### src/rtl/arbitro_mux_3in_pkg.sv
// Shared definitions for the 3-requester round-robin mux arbiter:
// select codes, FSM encoding, requester indices and arbitration helpers.
package arbitro_mux_3in_pkg;

    localparam logic [1:0] SEL_A = 2'd2;
    localparam logic [1:0] SEL_B = 2'd1;
    localparam logic [1:0] SEL_C = 2'd0;

    localparam int IDX_A   = 0;
    localparam int IDX_B   = 1;
    localparam int IDX_C   = 2;
    localparam int NUM_REQ = 3;

    typedef enum logic {
        IDLE  = 1'b0,
        GRANT = 1'b1
    } state_e;

    // One-hot winner scanning ptr, ptr+1, ptr+2 (mod 3); zero when nobody requests.
    // Walking downwards lets the nearest requester overwrite farther ones.
    function automatic logic [2:0] rr_pick(input logic [1:0] ptr, input logic [2:0] req);
        logic [2:0] pos;
        rr_pick = '0;
        for (int k = NUM_REQ - 1; k >= 0; k--) begin
            pos = {1'b0, ptr} + 3'(k);
            if (pos >= 3'd3) pos = pos - 3'd3;
            if (req[pos[1:0]]) rr_pick = 3'b001 << pos;
        end
    endfunction

    function automatic logic [1:0] gnt_to_sel(input logic [2:0] gnt);
        if (gnt[IDX_A])      gnt_to_sel = SEL_A;
        else if (gnt[IDX_B]) gnt_to_sel = SEL_B;
        else                 gnt_to_sel = SEL_C;
    endfunction

    function automatic logic [1:0] next_ptr(input logic [2:0] gnt);
        if (gnt[IDX_A])      next_ptr = 2'(IDX_B);
        else if (gnt[IDX_B]) next_ptr = 2'(IDX_C);
        else                 next_ptr = 2'(IDX_A);
    endfunction

endpackage

### src/rtl/arbitro_mux_3in_mux.sv
// 3-to-1 data multiplexor steered by the arbiter's select code.
module Multiplexor_3in_1out
    import arbitro_mux_3in_pkg::*;
#(
    parameter int DB = 16
) (
    input  logic [1:0]    sel_i,
    input  logic [DB-1:0] dato_a_i,
    input  logic [DB-1:0] dato_b_i,
    input  logic [DB-1:0] dato_c_i,
    output logic [DB-1:0] dato_o
);

    always_comb begin
        case (sel_i)
            SEL_A:   dato_o = dato_a_i;
            SEL_B:   dato_o = dato_b_i;
            SEL_C:   dato_o = dato_c_i;
            default: dato_o = '0;
        endcase
    end

endmodule

### src/rtl/arbitro_mux_3in.sv
// Round-robin arbiter for a shared 3-to-1 mux: grants one requester at a time,
// moves up to BURST words into a registered valid/ready output stage.
module arbitro_mux_3in
    import arbitro_mux_3in_pkg::*;
#(
    parameter int DB    = 16,
    parameter int BURST = 4
) (
    input  logic          clk,
    input  logic          reset,
    input  logic          req_a,
    input  logic          req_b,
    input  logic          req_c,
    input  logic [DB-1:0] dato_a,
    input  logic [DB-1:0] dato_b,
    input  logic [DB-1:0] dato_c,
    output logic          ack_a,
    output logic          ack_b,
    output logic          ack_c,
    output logic          gnt_a,
    output logic          gnt_b,
    output logic          gnt_c,
    output logic [1:0]    sel,
    output logic [DB-1:0] salida,
    output logic          salida_valid,
    input  logic          salida_ready
);

    localparam logic [2:0] BURST_CNT = 3'(BURST);

    state_e        state_q, state_d;
    logic [2:0]    gnt_q, gnt_d;
    logic [1:0]    sel_q, sel_d;
    logic [1:0]    ptr_q, ptr_d;
    logic [2:0]    cnt_q, cnt_d;
    logic [DB-1:0] salida_q, salida_d;
    logic          valid_q, valid_d;

    logic [2:0]    req_v;
    logic [2:0]    pick;
    logic [DB-1:0] mux_dato;
    logic          gnt_req, beat, last_beat;

    assign req_v     = {req_c, req_b, req_a};
    assign pick      = rr_pick(ptr_q, req_v);
    assign gnt_req   = |(gnt_q & req_v);
    assign beat      = (state_q == GRANT) && gnt_req && (!valid_q || salida_ready);
    assign last_beat = beat && ((cnt_q + 3'd1) == BURST_CNT);

    Multiplexor_3in_1out #(.DB(DB)) u_mux (
        .sel_i    (sel_q),
        .dato_a_i (dato_a),
        .dato_b_i (dato_b),
        .dato_c_i (dato_c),
        .dato_o   (mux_dato)
    );

    always_comb begin
        state_d  = state_q;
        gnt_d    = gnt_q;
        sel_d    = sel_q;
        ptr_d    = ptr_q;
        cnt_d    = cnt_q;
        salida_d = salida_q;
        valid_d  = valid_q;

        case (state_q)
            IDLE: begin
                if (|req_v) begin
                    gnt_d   = pick;
                    sel_d   = gnt_to_sel(pick);
                    state_d = GRANT;
                end
            end
            GRANT: begin
                if (beat) cnt_d = cnt_q + 3'd1;
                // A dropped req ends the grant rather than stalling it.
                if (last_beat || !gnt_req) begin
                    state_d = IDLE;
                    gnt_d   = '0;
                    cnt_d   = '0;
                    ptr_d   = next_ptr(gnt_q);
                end
            end
            default: state_d = IDLE;
        endcase

        if (beat) begin
            salida_d = mux_dato;
            valid_d  = 1'b1;
        end else if (salida_ready) begin
            valid_d  = 1'b0;
        end
    end

    always_ff @(posedge clk) begin
        if (reset) begin
            state_q  <= IDLE;
            gnt_q    <= '0;
            sel_q    <= SEL_A;
            ptr_q    <= 2'(IDX_A);
            cnt_q    <= '0;
            salida_q <= '0;
            valid_q  <= 1'b0;
        end else begin
            state_q  <= state_d;
            gnt_q    <= gnt_d;
            sel_q    <= sel_d;
            ptr_q    <= ptr_d;
            cnt_q    <= cnt_d;
            salida_q <= salida_d;
            valid_q  <= valid_d;
        end
    end

    // Acks are suppressed while reset is asserted so an in-flight word is dropped cleanly.
    assign ack_a        = beat && gnt_q[IDX_A] && !reset;
    assign ack_b        = beat && gnt_q[IDX_B] && !reset;
    assign ack_c        = beat && gnt_q[IDX_C] && !reset;
    assign gnt_a        = gnt_q[IDX_A];
    assign gnt_b        = gnt_q[IDX_B];
    assign gnt_c        = gnt_q[IDX_C];
    assign sel          = sel_q;
    assign salida       = salida_q;
    assign salida_valid = valid_q;

endmodule

### config.mk
export PLATFORM = sky130hd
export DESIGN_NAME = arbitro_mux_3in
export DESIGN_NICKNAME = d
export VERILOG_FILES = /design/src/rtl/arbitro_mux_3in_pkg.sv /design/src/rtl/arbitro_mux_3in_mux.sv /design/src/rtl/arbitro_mux_3in.sv
export SDC_FILE = /design/constraint.sdc
export NUM_CORES = 1
export LEC_CHECK = 0
export ABC_CLOCK_PERIOD_IN_PS = 2400
export CORE_MARGIN = 3
export CORE_UTILIZATION = 42
export DETAILED_ROUTE_END_ITERATION = 7
export PLACE_DENSITY = 0.79
export SLEW_MARGIN = 20
export SYNTH_ARGS = -nofsm -noshare
export SYNTH_HDL_FRONTEND = slang
export SYNTH_SLANG_ARGS = --single-unit
export TNS_END_PERCENT = 50
### constraint.sdc
create_clock -name clk -period 2.4 [get_ports clk]
set_input_delay 0.48 -clock clk [delete_from_list [all_inputs] [get_ports clk]]
set_output_delay 0.48 -clock clk [all_outputs]
set_load 0.02 [all_outputs]
======== Yosys cells after proc, flatten, opt, wreduce, memory -nomap -nowiden ========
Cells that the tools add are included.
storage, ports and cells
  bits in registers ....................... 28
  output and inout port bits .............. 25
  logic and storage cells ................. 79
cells by class
  $add $sub $neg .......................... 6
  $lt $le $gt $ge ......................... 6
  equal/unequal tests ..................... 5
  shift operators ......................... 3
  mux-type cells .......................... 27
  bitwise logic cells ..................... 2
  reductions and logical operators ........ 23
operators by type and width
  kind                 number
  $pmux 16 s3          1
  $mux 3               10
  $logic_and 1x1->1    9
  $lt 2x3->1 const B   3
  $shl 1x3->3 const A  3
  $mux 1               8
  $reduce_and 2->1     4
  $bmux 1 s2           3
  $ge 3x2->1 const B   2
  $mux 2               3
  $pmux 3 s2           1
  $reduce_or 3->1      2
  $sub 3x2->3 const B  2
  $reduce_bool 2->1    2
  $add 2x1->3 const B  1
  $add 2x2->3 const B  1
  $add 3x1->3 const B  1
  $and 3x3->3          1
  $eq 3x3->1 const B   1
  $logic_not 1->1      3
  $sub 2x2->3 const B  1
  $eq 2x1->1 const B   1
  $eq 2x2->1 const B   1
  $ge 2x2->1 const B   1
  6 further kinds      7

======== Longest topological paths before layout ========
Gate-level depths: netlist (run 1).
  depth after elaboration ................. 10
  gate-level depth with buffers ........... 8
  gate-level depth less buffers ........... 7

======== Hierarchy ========
A second synthesis (run 1) with hierarchy kept.
second synthesis, totals
  cells, all modules ...................... 201
  area total of the unflattened synthesis .. 1706.6 µm²
modules (own cells, without submodules)
  module                instances  cells an instance  area an instance (µm²)  seq. area each (µm²)
  arbitro_mux_3in       1          162                1325.0                  560.5
  Multiplexor_3in_1out  1          39                 381.6                   0.0

======== Worst setup path after synthesis (run 1) ========
Ideal clock, no wire load.
  path type ............................... input -> output
  from .................................... input port req_a
  to ...................................... output port ack_a
  data arrival time ....................... 1.755 ns
  slack ................................... 0.165 ns
  stages .................................. 7
  buffers on the path ..................... 3
  cell sequence ........................... buf_6 > a222oi_1 > nand2b_1 > nor2b_1 > buf_6 > buf_6 > and3b_1
on the way
  cells in the longest elaborated chain, start to end .. 6
ends and longest elaborated chain
  what                            RTL line                RTL
  start: declaration              arbitro_mux_3in.sv:11   input logic req_a,
  $and 3x3->3                     arbitro_mux_3in.sv:46   assign gnt_req = |(gnt_q & req_v);
  $reduce_or 3->1                 arbitro_mux_3in.sv:46
  $logic_and 1x1->1 (2 in a row)  arbitro_mux_3in.sv:47   assign beat = (state_q == GRANT) && gnt_req && (!valid_q || salida_ready);
  $logic_and 1x1->1 (2 in a row)  arbitro_mux_3in.sv:117  assign ack_a = beat && gnt_q[IDX_A] && !reset;
  end: declaration                arbitro_mux_3in.sv:17   output logic ack_a,
Every way passes these cells.

======== Worst setup path in the final report (run 1) ========
Same ends and word-level chain as after synthesis.

==> results of run 1 <==
[synth_stat cells, types with 4 or more instances]
library cell / number
dfxtp_1: 28
ha_1: 6
mux2i_1: 21
nand2_1: 7
o21ai_0: 6
buf_2: 4
a211oi_2: 16
a21oi_1: 21
buf_6: 5
clkbuf_1: 9
nor2_1: 38
nor2b_1: 8
nor3_1: 6
[critical path, delay by kind of cell]
kind | cells | cell delay [ns]
compound gates | 1 | 0.42
buf+inv | 4 | 0.67
simple gates | 3 | 0.35
[layer usage]
layer | track usage | up-vias
met3 | 0.0355 | 13
li1 | - | 913
met5 | 0 | -
met1 | 0.246 | 867
met2 | 0.350 | 73
met4 | 0.0626 | 0
[placed cells by master, fill, tap and decap left out, drive strengths merged, types with 2 or more instances in the layout]
cell type	count
inv	3
nor2	38
o31ai	2
and3b	3
ha	6
a211oi	16
clkbuf	4
o21ai	7
nand2b	2
mux2i	21
nand2	7
dfxtp	28
a21oi	21
nor4b	2
nor3	6
o22ai	2
o22a	2
clkdlybuf4s50	72
dlygate4sd2	3
nand3b	3
nor2b	8
buf	32
[worst max-delay path by stage]
stage / slack, ns / depth (start not counted) / end / start
floorplan: 0.16 / 7 / ack_a / req_a
global placement: -0.37 / 6 / ack_c / req_a
detailed placement: -0.39 / 6 / ack_a / req_a
CTS: 0.003 / 16 / ptr_q[1] / req_a
global route: -0.04 / 8 / ack_a / req_a
finish: 0.004 / 8 / ack_a / req_a
[sequential cells by signal, indices dropped and copies added (netlist names)]
name          flops
salida           16
state_q           1
ptr_q             2
salida_valid      1
gnt_q             3
sel               2
cnt_q             3
[final cells by class]
| type | instances | area share |
|---|---|---|
| Tap cell | 48 | 0.0217 |
| Multi-Input combinational cell | 156 | 0.398 |
| Clock buffer | 4 | 0.0199 |
| Sequential cell | 28 | 0.203 |
| Inverter | 3 | 0.00407 |
| Timing Repair Buffer | 107 | 0.354 |
[report_power, final]
| part | internal (W) | switching (W) | total [W] |
|---|---|---|---|
| Combinational | 0.000267 | 0.000235 | 0.000503 |
| Clock | 0.000147 | 0.000146 | 0.000293 |
| Sequential | 0.000497 | 0.0000230 | 0.000520 |
| Total | 0.000911 | 0.000404 | 0.00131 |
[cell families (layout without fill, tap and decap cells)]
family                   after synthesis  in the layout  share of synthesized area
buffers and inverters                 22            114                     0.0716
XOR/XNOR                               1              1                    0.00497
multiplexers                          21             21                      0.119
adder cells (fa/ha/maj)                6              6                     0.0426
AND/OR/NAND/NOR                       72             72                      0.196
AO/OA/AOI/OAI                         56             56                      0.248
flip-flops                            28             28                      0.318
[metrics by stage]
| step | area, um2 | total power, W | setup TNS (ns) | hold WS, ns | utilization |
|---|---|---|---|---|---|
| global placement | 2630 | 0.000981 | -1.10 | 0.478 | 0.682 |
| finish | 2770 | 0.00131 | 0 | 0.511 | 0.718 |
| floorplan | 1760 | 0.000790 | 0 | 0.461 | - |
| global route | 2770 | 0.00139 | -0.135 | 0.552 | 0.718 |
| detailed placement | 2630 | 0.000989 | -1.14 | 0.497 | 0.682 |
| CTS | 2800 | 0.00133 | 0 | 0.520 | 0.726 |
[timing repair]
action	CTS	global route
resized for setup	17	3
hold buffers	0	0
endpoints found under the setup margin	3	12
pin swaps	1	2
setup buffers	13	1
==> metrics.md, run 1 <==
| Metric | Value |
|---|---|
| Fin crit share | 0.998 |
| Startpoint Class | primary input |
| FF-to-FF path depth | 13 |
| Avg Vias per Cell | 5.39 |
| FF-to-FF Start | gnt_q[1] |
| Area grow syn2layout | 56.9% |
| Initial antenna violation count | 0 |
| Antenna viol nets, final | 0 |
| CP most frequent cell | buf_4 |
| Critical Path Max Stage Delay | 0.42 ns |
| Syn Std Cell Area | 1760 um2 |
| Worst skew pair latency | 0.27 ns |
| Placed Instances | 331 |
| Largest net degree at the start of global routing | 28 |
| Fin worst setup slack | 0.00433 ns |
| Place WS | -0.385 ns |
| DPL Wire Length | 3780 um |
| Antenna cell count | 0 |
| H-tree depth | 1 |
| Asr flop ratio synth | 0 |
| Routed wire length | 5200 um |
| Min Clock Period, post-route | 2.40 ns |
| RR Endpoint | ptr_q[1] |
| Final nets | 359 |
| Lkg Pwr | 1.04 nW |
| Area contributors post-synth | dfxtp_1 (32%), mux2i_1 (12%), a211oi_2 (11%), nor2_1 (8.1%), a21oi_1 (6.0%) |
| Synth top area share | 0.318 |
| Pwr Density | 475 nW/um2 |
| Final hold vios | 0 |
| Area of the multi-input gates | 1100 um2 |
| Via count | 1866 |
| Placeable Area | 3850 um2 |
| WL met3 | 354 um |
| Iter 0 DRT Violations | 58 |
| Worst relative slew slack | 0.280 |
| Max VDD drop | 0.396 mV |
| FF+latch count, synth | 28 |
| Share of layout cells above drive strength 1 | 0.195 |
| Dominant cell type by area after synthesis | dfxtp_1 |
| Drt drc | 0 |
| Vias in the first global route | 1733 |
| Non-Filler Instances | 346 |
| Post-DR wirelength/cell | 15.0 um |
| Starting Density | 0.458 |
| Post-Syn Area per Cell | 8.56 um2 |
| FP Rows | 22 |
| R2R Setup Slk | 0.21 ns |
| Fill cell count | 317 |
| Drt pass-1 iters | 5 |
| Required @ worst endpoint | 1.92 ns |
| DIE HEIGHT | 70.8 um |
| Register area share after synthesis | 0.318 |
| Main synth FF type | dfxtp_1 |
| WHS Endpoint | cnt_q[1] |
| Clock-pin slew on the worst setup and hold paths | 0.09 ns |
| Critical path's slowest cell | a222oi_1 |
| CTS tree | yes |
| Clk buf depth | 2 |
| I/O Buffers | 78 |
| TritonCTS buffer count | 3 |
| Max Freq | 417 MHz |
| Unique masters post-synth | 33 |
| Io pins | 79 |
| CTS root buf | clkbuf_8 |
| CTS sink cnt | 28 |
| Slew Limit Fails | 0 |
| Outcome | finished, final reports clean |
| CP Cell Sequence | dlygate4sd2_1, a222oi_1, buf_4, buf_4, nand2b_4, nor2b_4, and3b_1, buf_2 |
| Top sig layer | met4 |
| Die area | 5010 um2 |
| Gr ovfl total | 0 |
| Metal2 WL | 2600 um |
| Crit path max fanout | 5 |
| Worst hold-check path type | reg -> reg |
| Hold Path Depth | 2 |
| FF+latch area | 561 um2 |
| Max Clock Skew | 0.00371 ns |
| Setup-failing EPs final | 0 |
| GRT Util Overall | 0.199 |
| Hold Path Origin | cnt_q[1] |
| Max Cap Viol | 0 |
| Worst Path Arrival | 1.92 ns |
| Wl on met1 | 2120 um |
| Worst setup path class | in -> out |
| Syn Nets | 266 |
| Crit path capture type | output pin |
| Post-Syn Instances | 206 |
| First-pass GRT wire length | 8270 um |
| Gp weighted congestion | 0.876 |
| Die width | 70.8 um |
| Yosys warns | 0 |
| Worst slew pin tran | 1.08 ns |
| Post-synth EDFFs | 0 |
(Power assumes the default switching activity.)
==> run 2, diff against run 1 <==
--- a/config.mk
+++ b/config.mk
@@ -10,2 +10,3 @@
 export CORE_UTILIZATION = 42
+export CTS_CLUSTER_DIAMETER = 200
 export DETAILED_ROUTE_END_ITERATION = 7
--- a/constraint.sdc
+++ b/constraint.sdc
@@ -3,2 +3,2 @@
 set_output_delay 0.48 -clock clk [all_outputs]
-set_load 0.02 [all_outputs]
+set_load 0.01 [all_outputs]
==> run 2 against run 1 <==
Net effect: die area unchanged; highest routed layer unchanged; maximum frequency increased by 5.8%; clock power increased by 28%; worst hold slack improved by 0.015 ns; sequential cell count unchanged; sequential power about the same; critical path depth decreased by 2; critical endpoint is now ack_c; wire length decreased by 4.8%.
==> metrics.md, run 2 (same netlist as run 1, synthesis figures left out) <==
| Metric | Value |
|---|---|
| Outcome | finished, final reports clean |
| Die width | 70.8 um (unchanged) |
| CTS Hold Bufs | 0 (unchanged) |
| FP Rows | 22 (unchanged) |
| TritonCTS buffer count | 3 (unchanged) |
| Setup-failing EPs final | 0 (unchanged) |
| DPL Wire Length | 3870 um (+2.2%) |
| Clk buf depth | 2 (unchanged) |
| Drt drc | 0 (unchanged) |
| Share of layout cells above drive strength 1 | 0.151 (-0.0438) |
| Antenna viol nets, final | 0 (unchanged) |
| Post-DR wirelength/cell | 14.9 um (-1.1%) |
| Slew Limit Fails | 0 (unchanged) |
| Starting Density | 0.458 (unchanged) |
| Avg Vias per Cell | 5.33 (-1.2%) |
| Sw Pwr | 0.000377 W (-6.7%) |
| Iter 0 DRT Violations | 65 (+12%) |
| Worst relative slew slack | 0.269 (-0.0112) |
| GRT Util Overall | 0.192 (-0.00775) |
| Drt pass-1 iters | 4 (-1) |
| RSZ-0062 raised after global routing | no |
| Total Power | 0.00133 W (+1.5%) |
| Worst setup path class | in -> out |
| Initial antenna violation count | 0 (unchanged) |
| Startpoint Class | primary input |
| Placed Area | 2610 um2 (-0.57%) |
| Post-CTS setup buffer count | 0 (-13) |
| I/O Buffers | 78 (unchanged) |
| Fin crit share | 0.943 (-0.0547) |
| Clock power share | 0.281 (+0.059) |
| Required @ worst endpoint | 1.92 ns (about the same) |
| Critical path origin | req_c |
| CTS root buf | clkbuf_8 |
| Worst skew pair latency | 0.27 ns (about the same) |
| CTS tree | yes |
| Pwr Density | 497 nW/um2 (+4.7%) |
| Max reg flops | 16 (unchanged) |
| Combinational Power Share | 0.331 (-0.051) |
| Hold Path Origin | cnt_q[1] |
| First-pass GRT wire length | 7980 um (-3.4%) |
| Area grow syn2layout | 52.1% |
| Die area | 5010 um2 (unchanged) |
| Largest net degree at the start of global routing | 28 (unchanged) |
| Final nets | 346 (-3.6%) |
| Vias in the first global route | 1647 (-5.0%) |
| Antenna cell count | 0 (unchanged) |
| Crit path max fanout | 5 (unchanged) |
| Placeable Area | 3850 um2 (unchanged) |
| Max VDD drop | 0.259 mV (-35%) |
| CTS sink cnt | 28 (unchanged) |
| Sw Ratio | 0.283 (-0.0247) |
| Worst hold-check path type | reg -> reg |
| FF-to-FF Start | ptr_q[0] |
| Commonest non-fill, non-tap cells in the layout | clkdlybuf4s50_1 (73), nor2_1 (38), dfxtp_1 (28) |
| Setup TNS | 0 ns (unchanged) |
| Gp weighted congestion | 0.929 (+6.0%) |
| Clock-pin slew on the worst setup and hold paths | 0.10 ns (about the same) |
| Worst slew pin tran | 1.09 ns (+0.0168 ns) |
| Crit path capture type | output pin |
| Worst Path Arrival | 1.78 ns (-0.14 ns) |
| Gr ovfl total | 0 (unchanged) |
| Min Clock Period, post-route | 2.26 ns (-0.131 ns) |
| Final hold vios | 0 (unchanged) |
| Io pins | 79 (unchanged) |
| Flop pwr share | 0.388 (-0.007) |
| Internal | 0.000957 W (+5.1%) |
| Max Freq | 442 MHz (+5.8%) |
| Via count | 1775 (-4.9%) |
| Cell area after layout | 2680 um2 (-3.1%) |
| DIE HEIGHT | 70.8 um (unchanged) |
| Lkg Pwr | 0.986 nW (-4.8%) |
| H-tree depth | 1 (unchanged) |
| Max Cap Viol | 0 (unchanged) |
| Most common cell after layout, fill and taps aside | clkdlybuf4s50_1 |
| Routed wire length | 4950 um (-4.8%) |
| Max Clock Skew | 0.00116 ns (-0.00255 ns) |
[run 2: stage by stage]
stage | util | setup WS [ns] | instances | hold WS (ns)
floorplan | - | 0.203 | 206 | 0.461
global placement | 0.678 | -0.302 | 329 | 0.479
detailed placement | 0.678 | -0.296 | 329 | 0.508
CTS | 0.697 | -0.0115 | 333 | 0.531
global route | 0.696 | 0.0800 | 333 | 0.558
finish | 0.696 | 0.136 | 333 | 0.525
[run 2: layout make-up]
cell class | instances | area [um2]
clock buffers | 3 | 41.3
clock inverters | 1 | 30.0
fillers | 332 | 1170
inverters | 3 | 11.3
multi-input cells | 156 | 1090
flip-flops and latches | 28 | 561
well taps | 48 | 60.1
repair buffers | 94 | 887
[run 2: critical path, cell delays in order]
cell	delay, ns
clkdlybuf4s50_1	0.42
a222oi_1	0.32
nand2b_4	0.23
nor2b_4	0.05
and3b_1	0.16
buf_2	0.13
[run 2: power groups by stage]
stage | combinational, W | sequential, W | clock [W]
after floorplan | 0.000231 | 0.000539 | 0
after global placement | 0.000433 | 0.000526 | 0
after CTS | 0.000445 | 0.000518 | 0.000384
after detailed placement | 0.000440 | 0.000527 | 0
final | 0.000442 | 0.000517 | 0.000375
after global routing | 0.000480 | 0.000522 | 0.000406
[run 2: timing repair]
item	in CTS	in global routing
gates resized for setup	14	2
pin swaps	1	1
endpoints found under the setup margin	3	1
[run 2: layer usage]
metal | track usage | part of all wire | up-vias | wire length (um)
li1 | - | - | 891 | -
met1 | 0.239 | 0.42 | 808 | 2080
met2 | 0.335 | 0.49 | 65 | 2440
met3 | 0.0298 | 0.064 | 11 | 317
met4 | 0.0647 | 0.022 | 0 | 108
met5 | 0 | 0 | - | 0
[run 2: final timing paths]
| path | to | slack, ns | cells after the start |
|---|---|---|---|
| worst max-delay path | ack_c | 0.14 | 6 |
| worst min-delay path | cnt_q[1] | 0.53 | 2 |
| worst max register to register | sel[1] | 0.42 | 6 |
| worst min register to register | cnt_q[1] | 0.53 | 2 |
